## src/rtl/morse_output_fsm.sv

```systemverilog
// Morse character playback: turns a latched dot/dash pattern into
// timed on/off keying with inter-element gaps and an inter-letter tail.
module morse_output_fsm #(
    parameter int UNIT_CYCLES = 5_000_000,
    parameter int CNT_W       = 24
) (
    input  logic       clk,
    input  logic       rst,
    input  logic       start,
    input  logic [4:0] morse_code,
    input  logic [2:0] morse_len,
    input  logic       abort,
    output logic       tone_out,
    output logic       busy,
    output logic       done,
    output logic [2:0] elem_idx
);

    typedef enum logic [1:0] {
        IDLE,
        MARK,
        GAP,
        TAIL
    } state_t;

    localparam logic [CNT_W-1:0] DOT_LD  = CNT_W'(UNIT_CYCLES - 1);
    localparam logic [CNT_W-1:0] DASH_LD = CNT_W'(3 * UNIT_CYCLES - 1);

    state_t           state, state_n;
    logic [CNT_W-1:0] cnt, cnt_n;
    logic [4:0]       code_q, code_n;
    logic [2:0]       len_q, len_n;
    logic [2:0]       idx_n;
    logic             tone_n;
    logic             done_n;
    logic             len_ok;
    logic             last_elem;
    logic             cnt_zero;

    // Counter preload for the mark of element idx (first element at bit len-1)
    function automatic logic [CNT_W-1:0] mark_ld(
        input logic [4:0] code,
        input logic [2:0] len,
        input logic [2:0] idx
    );
        logic [2:0] pos;
        logic [4:0] sh;
        pos = len - 3'd1 - idx;
        sh  = code >> pos;
        return sh[0] ? DASH_LD : DOT_LD;
    endfunction

    assign len_ok    = (morse_len != 3'd0) && (morse_len <= 3'd5);
    assign last_elem = (elem_idx == len_q - 3'd1);
    assign cnt_zero  = (cnt == '0);

    // State register plus latched character and registered outputs
    always_ff @(posedge clk) begin
        if (rst) begin
            state    <= IDLE;
            cnt      <= '0;
            code_q   <= '0;
            len_q    <= '0;
            elem_idx <= '0;
            tone_out <= 1'b0;
            done     <= 1'b0;
        end else begin
            state    <= state_n;
            cnt      <= cnt_n;
            code_q   <= code_n;
            len_q    <= len_n;
            elem_idx <= idx_n;
            tone_out <= tone_n;
            done     <= done_n;
        end
    end

    // Next-state, duration counter and element sequencing
    always_comb begin
        state_n = state;
        cnt_n   = cnt;
        code_n  = code_q;
        len_n   = len_q;
        idx_n   = elem_idx;
        unique case (state)
            IDLE: begin
                if (start && len_ok) begin
                    code_n  = morse_code;
                    len_n   = morse_len;
                    idx_n   = 3'd0;
                    state_n = MARK;
                    cnt_n   = mark_ld(morse_code, morse_len, 3'd0);
                end
            end
            MARK: begin
                if (!cnt_zero) begin
                    cnt_n = cnt - 1'b1;
                end else if (!last_elem) begin
                    state_n = GAP;
                    cnt_n   = DOT_LD;
                end else begin
                    state_n = TAIL;
                    cnt_n   = DASH_LD;
                end
            end
            GAP: begin
                if (!cnt_zero) begin
                    cnt_n = cnt - 1'b1;
                end else begin
                    idx_n   = elem_idx + 3'd1;
                    state_n = MARK;
                    cnt_n   = mark_ld(code_q, len_q, elem_idx + 3'd1);
                end
            end
            TAIL: begin
                if (!cnt_zero) begin
                    cnt_n = cnt - 1'b1;
                end else begin
                    state_n = IDLE;
                    cnt_n   = '0;
                end
            end
            default: begin
                state_n = IDLE;
                cnt_n   = '0;
            end
        endcase
        if (state != IDLE && abort) begin
            state_n = IDLE;
            cnt_n   = '0;
            idx_n   = 3'd0;
        end
    end

    // Output decode: tone follows the next state, done marks a clean tail end
    always_comb begin
        busy   = (state != IDLE);
        tone_n = (state_n == MARK);
        done_n = (state == TAIL) && cnt_zero && !abort;
    end

endmodule

```

## config.mk

```make
export PLATFORM = sky130hd
export DESIGN_NAME = morse_output_fsm
export DESIGN_NICKNAME = d
export VERILOG_FILES = /design/src/rtl/morse_output_fsm.sv
export SDC_FILE = /design/constraint.sdc
export NUM_CORES = 1
export LEC_CHECK = 0
export ABC_AREA = 0
export BUFFER_PORTS_ARGS = -buffer_cell sky130_fd_sc_hd__buf_2
export CAP_MARGIN = 10
export CORE_MARGIN = 4
export CORE_UTILIZATION = 40
export DETAILED_ROUTE_END_ITERATION = 8
export SYNTH_ARGS = -nofsm -noshare
export SYNTH_HDL_FRONTEND = slang
export SYNTH_SLANG_ARGS = --single-unit
export TNS_END_PERCENT = 30
```

## constraint.sdc

```tcl
create_clock -name clk -period 3 [get_ports clk]
set_input_delay 0.6 -clock clk [delete_from_list [all_inputs] [get_ports clk]]
set_output_delay 0.6 -clock clk [all_outputs]
set_load 0.01 [all_outputs]
```

* Yosys cells after proc, flatten, opt, wreduce, memory -nomap -nowiden
Index checks and enable logic that the tools add are counted.
** Cells by class
- Add/sub/neg operators :: 5
- $lt $le $gt $ge :: 1
- Eq/ne operators :: 7
- Shift operators :: 2
- Mux-type cells :: 18
- Reductions and logical operators :: 14
** Operators with widths (number)
- two-way mux 24 bit :: 7
- one-hot mux 24 bit (4 select lines) :: 1
- logical NOT 24 bit :: 1
- subtractor 24 x 1 -> 24 bit, second input constant :: 1
- two-way mux 2 bit :: 5
- >> shifter 5 x 3 -> 1 bit :: 2
- one-hot mux 2 bit (4 select lines) :: 1
- two-way mux 3 bit :: 2
- one-hot mux 3 bit (2 select lines) :: 1
- subtractor 3 x 1 -> 3 bit, second input constant :: 2
- logical AND 1 bit :: 5
- equality test 2 x 1 -> 1 bit, second input constant :: 2
- equality test 2 bit, second input constant :: 2
- inequality test 2 bit, second input constant :: 2
- nonzero test 2 bit :: 2
- adder 3 x 1 -> 3 bit, second input constant :: 1
- equality test 3 bit :: 1
- <= comparator 3 bit, second input constant :: 1
- AND reduction 3 bit :: 1
- nonzero test 3 bit :: 1
- subtractor 3 bit :: 1
- logical NOT 2 bit :: 1
- AND reduction 2 bit :: 1
- OR reduction 2 bit :: 1
- other kinds (2) :: 2
** Storage, ports and cells
- Register bits after elaboration :: 39
- Input bits :: 12
- Logic and storage cells :: 54

* Depth between registers and ports, before layout
Gate-level depths: netlist of run 1.
- Depth after elaboration :: 7
- Depth in mapped cells :: 11
- Mapped depth without buffers :: 10

* Worst setup path after synthesis of run 1
OpenSTA, ideal clock, no wires.
- Kind :: input port to flip-flop
- Start point :: in morse_len[1]
- End point :: reg cnt[13]
- Library setup time :: 0.086 ns
- Data arrival time :: 2.504 ns
- Data required time :: 2.914 ns
- Setup slack :: 0.410 ns
- Stages on the path :: 8
- Path buffers :: 0
- Cell sequence :: inv_1 ha_1 o311ai_0 o21ai_0 nor2_2 nor3_1 a21o_1 a221oi_2
** Between the ends
- Word-level cells in the longest chain between the ends :: 5
** RTL lines
- start, declared :: line 11 : input logic [2:0] morse_len,
- subtractor 3 x 1 -> 3 bit :: line 48 : pos = len - 3'd1 - idx;
- >> shifter 5 x 3 -> 1 bit :: line 49 : sh = code >> pos;
- two-way mux 24 bit :: line 50 : return sh[0] ? DASH_LD : DOT_LD;
- two-way mux 24 bit :: line 87 : if (start && len_ok) begin
- one-hot mux 24 bit (4 select lines) :: line 85 : unique case (state)
- end signal, assigned :: line 69 : cnt <= cnt_n;
- end, declared :: line 30 : logic [CNT_W-1:0] cnt, cnt_n;
Several ways; a longest one is shown, not always the timed one. The select of a mux whose other input is x is not followed.
A chain may end at the register's enable or synchronous reset.

* Final worst setup path of run 1
- Start point :: reg cnt[0]
- End point :: reg cnt[13]
** Between the ends
- Word-level cells in the longest chain between the ends :: 3
** RTL lines (line)
- subtractor 24 x 1 -> 24 bit or logical NOT 24 bit (tied branches)
- two-way mux 24 bit (on tied branches) :: 116, 107, 96
- one-hot mux 24 bit (4 select lines) (*) :: 85
Mark *: on every way between the ends. The rest lies on a longest branch, timed or not.

==> results of run 1 <==
==> worst max-delay path: stages, from the launching register on <==
cell and delay (ns):
dfxtp_1 0.34, inv_1 0.11, ha_1 0.14, or4b_1 0.44, or3_1 0.41, or2_0 0.32
nor4b_2 0.28, nor3_1 0.07, buf_4 0.15, a21o_1 0.18, a221oi_2 0.25
==> worst min path at each step <==
stage / slack [ns] / depth (start not counted) / to
after detailed placement: 0.45 / 2 / code_q[4]
after CTS: 0.46 / 2 / code_q[4]
after global routing: 0.49 / 2 / code_q[0]
after global placement: 0.44 / 2 / code_q[4]
after floorplan: 0.43 / 2 / code_q[4]
final: 0.45 / 2 / code_q[4]
==> cells in the mapped netlist, types with 5 or more instances <==
cell type  number  area, um^2
a21oi_1        34         170
a311oi_1        5        43.8
clkbuf_1       10        37.5
dfxtp_1        39         781
ha_1            8         100
inv_1          12        45.0
mux2i_1         5        50.1
nand2_1        33         124
nor2_1         29         109
nor3_1         20         100
nor4_1          6        37.5
o21ai_0        20         100
==> metrics by stage <==
step	util	worst slack, ns	cells
detailed placement	0.453	0.256	379
CTS	0.469	0.237	386
floorplan	-	0.410	289
global placement	0.453	0.287	379
finish	0.469	0.230	386
global route	0.469	0.0107	386
==> flip-flops by register name (all words and copies together), names as in the netlist <==
signal / flops
len_q: 3
state: 2
cnt: 24
done: 1
tone_out: 1
code_q: 5
elem_idx: 3
==> routing by layer <==
layer	vias up	track usage	share of wire
met4	0	0.0520	0.019
met3	10	0.0446	0.053
met1	1001	0.218	0.45
met2	47	0.292	0.48
li1	1099	-	-
met5	-	0	0
==> logic make-up after synthesis <==
group                      count (synthesis)  share of synthesized area
AOI/OAI and AO/OA                         84                      0.230
and+or+nand+nor                          118                      0.258
buffers and inverters                     26                     0.0456
muxes                                      6                     0.0323
DFF                                       39                      0.347
xor gates and xnor gates                   7                     0.0339
adders and majority gates                  9                     0.0534
==> power breakdown <==
group	switching, mW	total [mW]	internal (mW)
combinational	0.261	0.447	0.186
sequential	0.0512	0.619	0.567
clock	0.185	0.365	0.180
==> cell type report <==
class	instances	area, um^2
well taps	72	90.1
fillers	590	2910
repair buffers	32	198
multi-input cells	224	1370
inverters	12	45.0
clock inverters	1	5.00
flip-flops and latches	39	781
clock buffers	6	82.6
==> flow_summary.ini, run 1 <==
[outcome]
status = complete, no violations

[worst_setup_path]
crit_fanout = 6
critical_path_class = flop to flop
arrival_ns = 2.99
cp-endpoint = cnt[13]
reg2reg_slack_ns = 0.23
setup.worst_path.start = cnt[0]
reg2reg_depth = 10
crit_required_ns = 3.22
endpoint_kind = flop
timing.rr.end = cnt[13]
r2r_start = cnt[0]
start_kind = flop

[layout]
layout_common_cells = dfxtp_1, a21oi_1, nand2_1
diodes = 0
design_area_mm2 = 0.00257
drive_above_1_share = 0.146
syn_to_final_growth_pct = 14.1
num-nets-final = 335
mostFrequentLayoutCell = dfxtp_1

[hold_path]
hp-class = flop to flop
worstHoldStart = code_q[4]

[grt]
grt_max_degree = 18
grt.total_usage = 0.174
grt.overflow.total = 0
grt_pass1_wl_um = 9810
first_global_vias = 2032
antenna_found_initial = 0

[cts]
htree_levels = 2
cts_tree = done
path_clk_slew_ns = 0.08
cts_inserted_buffers = 5
root_buffer = clkbuf_8
cts_sinks = 39
insertion_delay_ns = 0.30
ctsHoldBuffers = 0
cts.repair.resized = 0
post-cts-setup-buffers = 0
cts_buffer_depth = 2

[route]
routed_wl_um = 5720
vias = 2157
drtIter0Drc = 73
ant_nets = 0
wire_per_inst_um = 14.8
vias_per_cell = 5.59
first_pass_iters = 4
drc = 0

[timing]
max_freq_ghz = 0.361
rsz0062_at_grt = no
whs_ns = 0.453
fin_crit_sh = 0.923
post-route-min-period_ns = 2.77
tightest_slew_ns = 0.998
slew_violations = 0
setup_tns_ns = 0
setup_viol = 0
hold_viol = 0
maxSlewHeadroom = 0.332
fin_skew_ns = 0.00859

[placement]
portBuffers = 17
globalplace.congestion = 0.843
placed_cell_area_mm2 = 0.00248
dp_hpwl_um = 4250

[yosys]
yosysWarnings = 0
syn_area_per_cell_um2 = 7.78
ys_async_sr_fraction = 0
ys_types = 51
synth_edf_count = 0
synth_nets = 310
seq_area_frac_synth = 0.347
ys_ff_latch = 39
syn_inst = 289
synth-main-ff-cell = dfxtp_1
syn_area_mm2 = 0.00225

[floorplanning]
die_w_um = 83.0
dieArea_mm2 = 0.00689
io_pins = 18
fp.coreArea_mm2 = 0.00547
die-height_um = 83.0
initial_utilization = 0.411
placement_rows = 27

[flow_run]
max_cap_viol_count = 0

[power_and_ir_drop]
power.total_mw = 1.43
peakVddDrop_mv = 0.205
p_leak_nw = 1.00
power.density_mw_per_mm2 = 557
(Power assumes the default switching activity.)
==> run 2, diff against run 1 <==
Settings changed: CTS_BUF_LIST set to sky130_fd_sc_hd__clkbuf_2.
Clock period 3 ns to 3.15 ns, I/O delays scaled along.
==> flow_summary.ini, run 2 (synthesis gave the netlist of run 1 again) <==
[timing]
max_freq_ghz = 0.341
whs_ns = 0.453
maxSlewHeadroom = 0.309
fin_skew_ns = 0.0135
fin_ws_ns = 0.220
fin_crit_sh = 0.930
setup_viol = 0
post-route-min-period_ns = 2.93
hold_viol = 0
tightest_slew_ns = 1.03
setup_tns_ns = 0
slew_violations = 0
rsz0062_at_grt = no

[worst_setup_path]
crit_fanout = 14
endpoint_kind = flop
crit_required_ns = 3.45
critical_path_class = flop to flop
start_kind = flop
arrival_ns = 3.23

[floorplanning]
dieArea_mm2 = 0.00689
placement_rows = 27
fp.coreArea_mm2 = 0.00547
die-height_um = 83.0
initial_utilization = 0.411
io_pins = 18
die_w_um = 83.0

[power_and_ir_drop]
peakVddDrop_mv = 0.179
seq_power_share = 0.484
p_leak_nw = 0.966
netSwitchingFraction = 0.375
p_int_uw = 761
power.density_mw_per_mm2 = 491
clockPowerShare = 0.184
power.switching_uw = 457
p_comb_frac = 0.333

[route]
drc = 0
first_pass_iters = 4
dr_wl_met3_um = 231
routed_wl_um = 5730
ant_nets = 0
vias_per_cell = 5.63
drt-met1-wl_um = 2550
drtIter0Drc = 97
vias = 2152
top_layer = met4
wire_per_inst_um = 15.0
met2_length_um = 2830

[hold_path]
hp-class = input port to flop

[cts]
cts.repair.resized = 0
root_buffer = clkbuf_2
ctsHoldBuffers = 0
cts_buffer_depth = 2
cts_tree = done
post-cts-setup-buffers = 0
cts_sinks = 39
insertion_delay_ns = 0.38
cts_inserted_buffers = 5
path_clk_slew_ns = 0.20
htree_levels = 2

[layout]
reg.largest.list = cnt x24, code_q x5
mostFrequentLayoutCell = dfxtp_1
drive_above_1_share = 0.135
largest_register = cnt
fin_util = 0.454
num-nets-final = 330
layout_common_cells = dfxtp_1, a21oi_1, nand2_1
syn_to_final_growth_pct = 10.3
diodes = 0
largest_reg_flops = 24
design_area_mm2 = 0.00248

[grt]
grt_pass1_wl_um = 9390
first_global_vias = 2017
grt.total_usage = 0.167
grt_max_degree = 18
antenna_found_initial = 0
grt.overflow.total = 0

[placement]
dp_hpwl_um = 4260
portBuffers = 17
globalplace.congestion = 0.862
place_ws_ns = 0.313
placed_cell_area_mm2 = 0.00244

[outcome]
status = complete, no violations

[flow_run]
max_cap_viol_count = 0
-- run 2: power groups by stage --
| stage | Clock (mW) | Combinational [mW] | Sequential (mW) |
|---|---|---|---|
| floorplan | 0 | 0.294 | 0.586 |
| CTS | 0.234 | 0.404 | 0.588 |
| finish | 0.224 | 0.405 | 0.589 |
| global route | 0.256 | 0.454 | 0.597 |
| detailed placement | 0 | 0.403 | 0.598 |
| global placement | 0 | 0.400 | 0.598 |
-- run 2: path summary, 6_finish.rpt --
kind | slack (ns) | startpoint | to | cells after the start
max | 0.22 | cnt[0] | cnt[5] | 9
min | 0.45 | abort | state[1] | 2
max reg2reg | 0.22 | cnt[0] | cnt[5] | 9
min reg2reg | 0.47 | code_q[4] | code_q[4] | 2
-- run 2: routing by layer --
layer,vias to the layer above,GRT usage
li1,1090,-
met1,994,0.207
met2,57,0.287
met3,11,0.0288
met4,0,0.0639
met5,-,0
-- run 2: metrics by stage --
stage	cells	power (mW)
2_1_floorplan	289	0.880
3_3_place_gp	374	0.998
3_5_place_dp	374	1.00
4_1_cts	382	1.23
5_1_grt	382	1.31
6_report	382	1.22
-- run 2: layout make-up --
cell class / instances / area [um^2]
sequential: 39 / 781
clock inverter: 1 / 5.00
multi-input combinational: 224 / 1370
fill: 599 / 2990
inverter: 12 / 45.0
tap: 72 / 90.1
timing repair buffer: 27 / 160
clock buffer: 7 / 35.0
-- run 2: critical path: stages, from the launching register on --
cell      delay [ns]
dfxtp_1         0.38
inv_1           0.11
ha_1            0.14
or4b_1          0.45
or3_1           0.41
nor2_1          0.39
nor2_1          0.37
o21ai_0         0.20
a21oi_1         0.10
a311oi_1        0.29
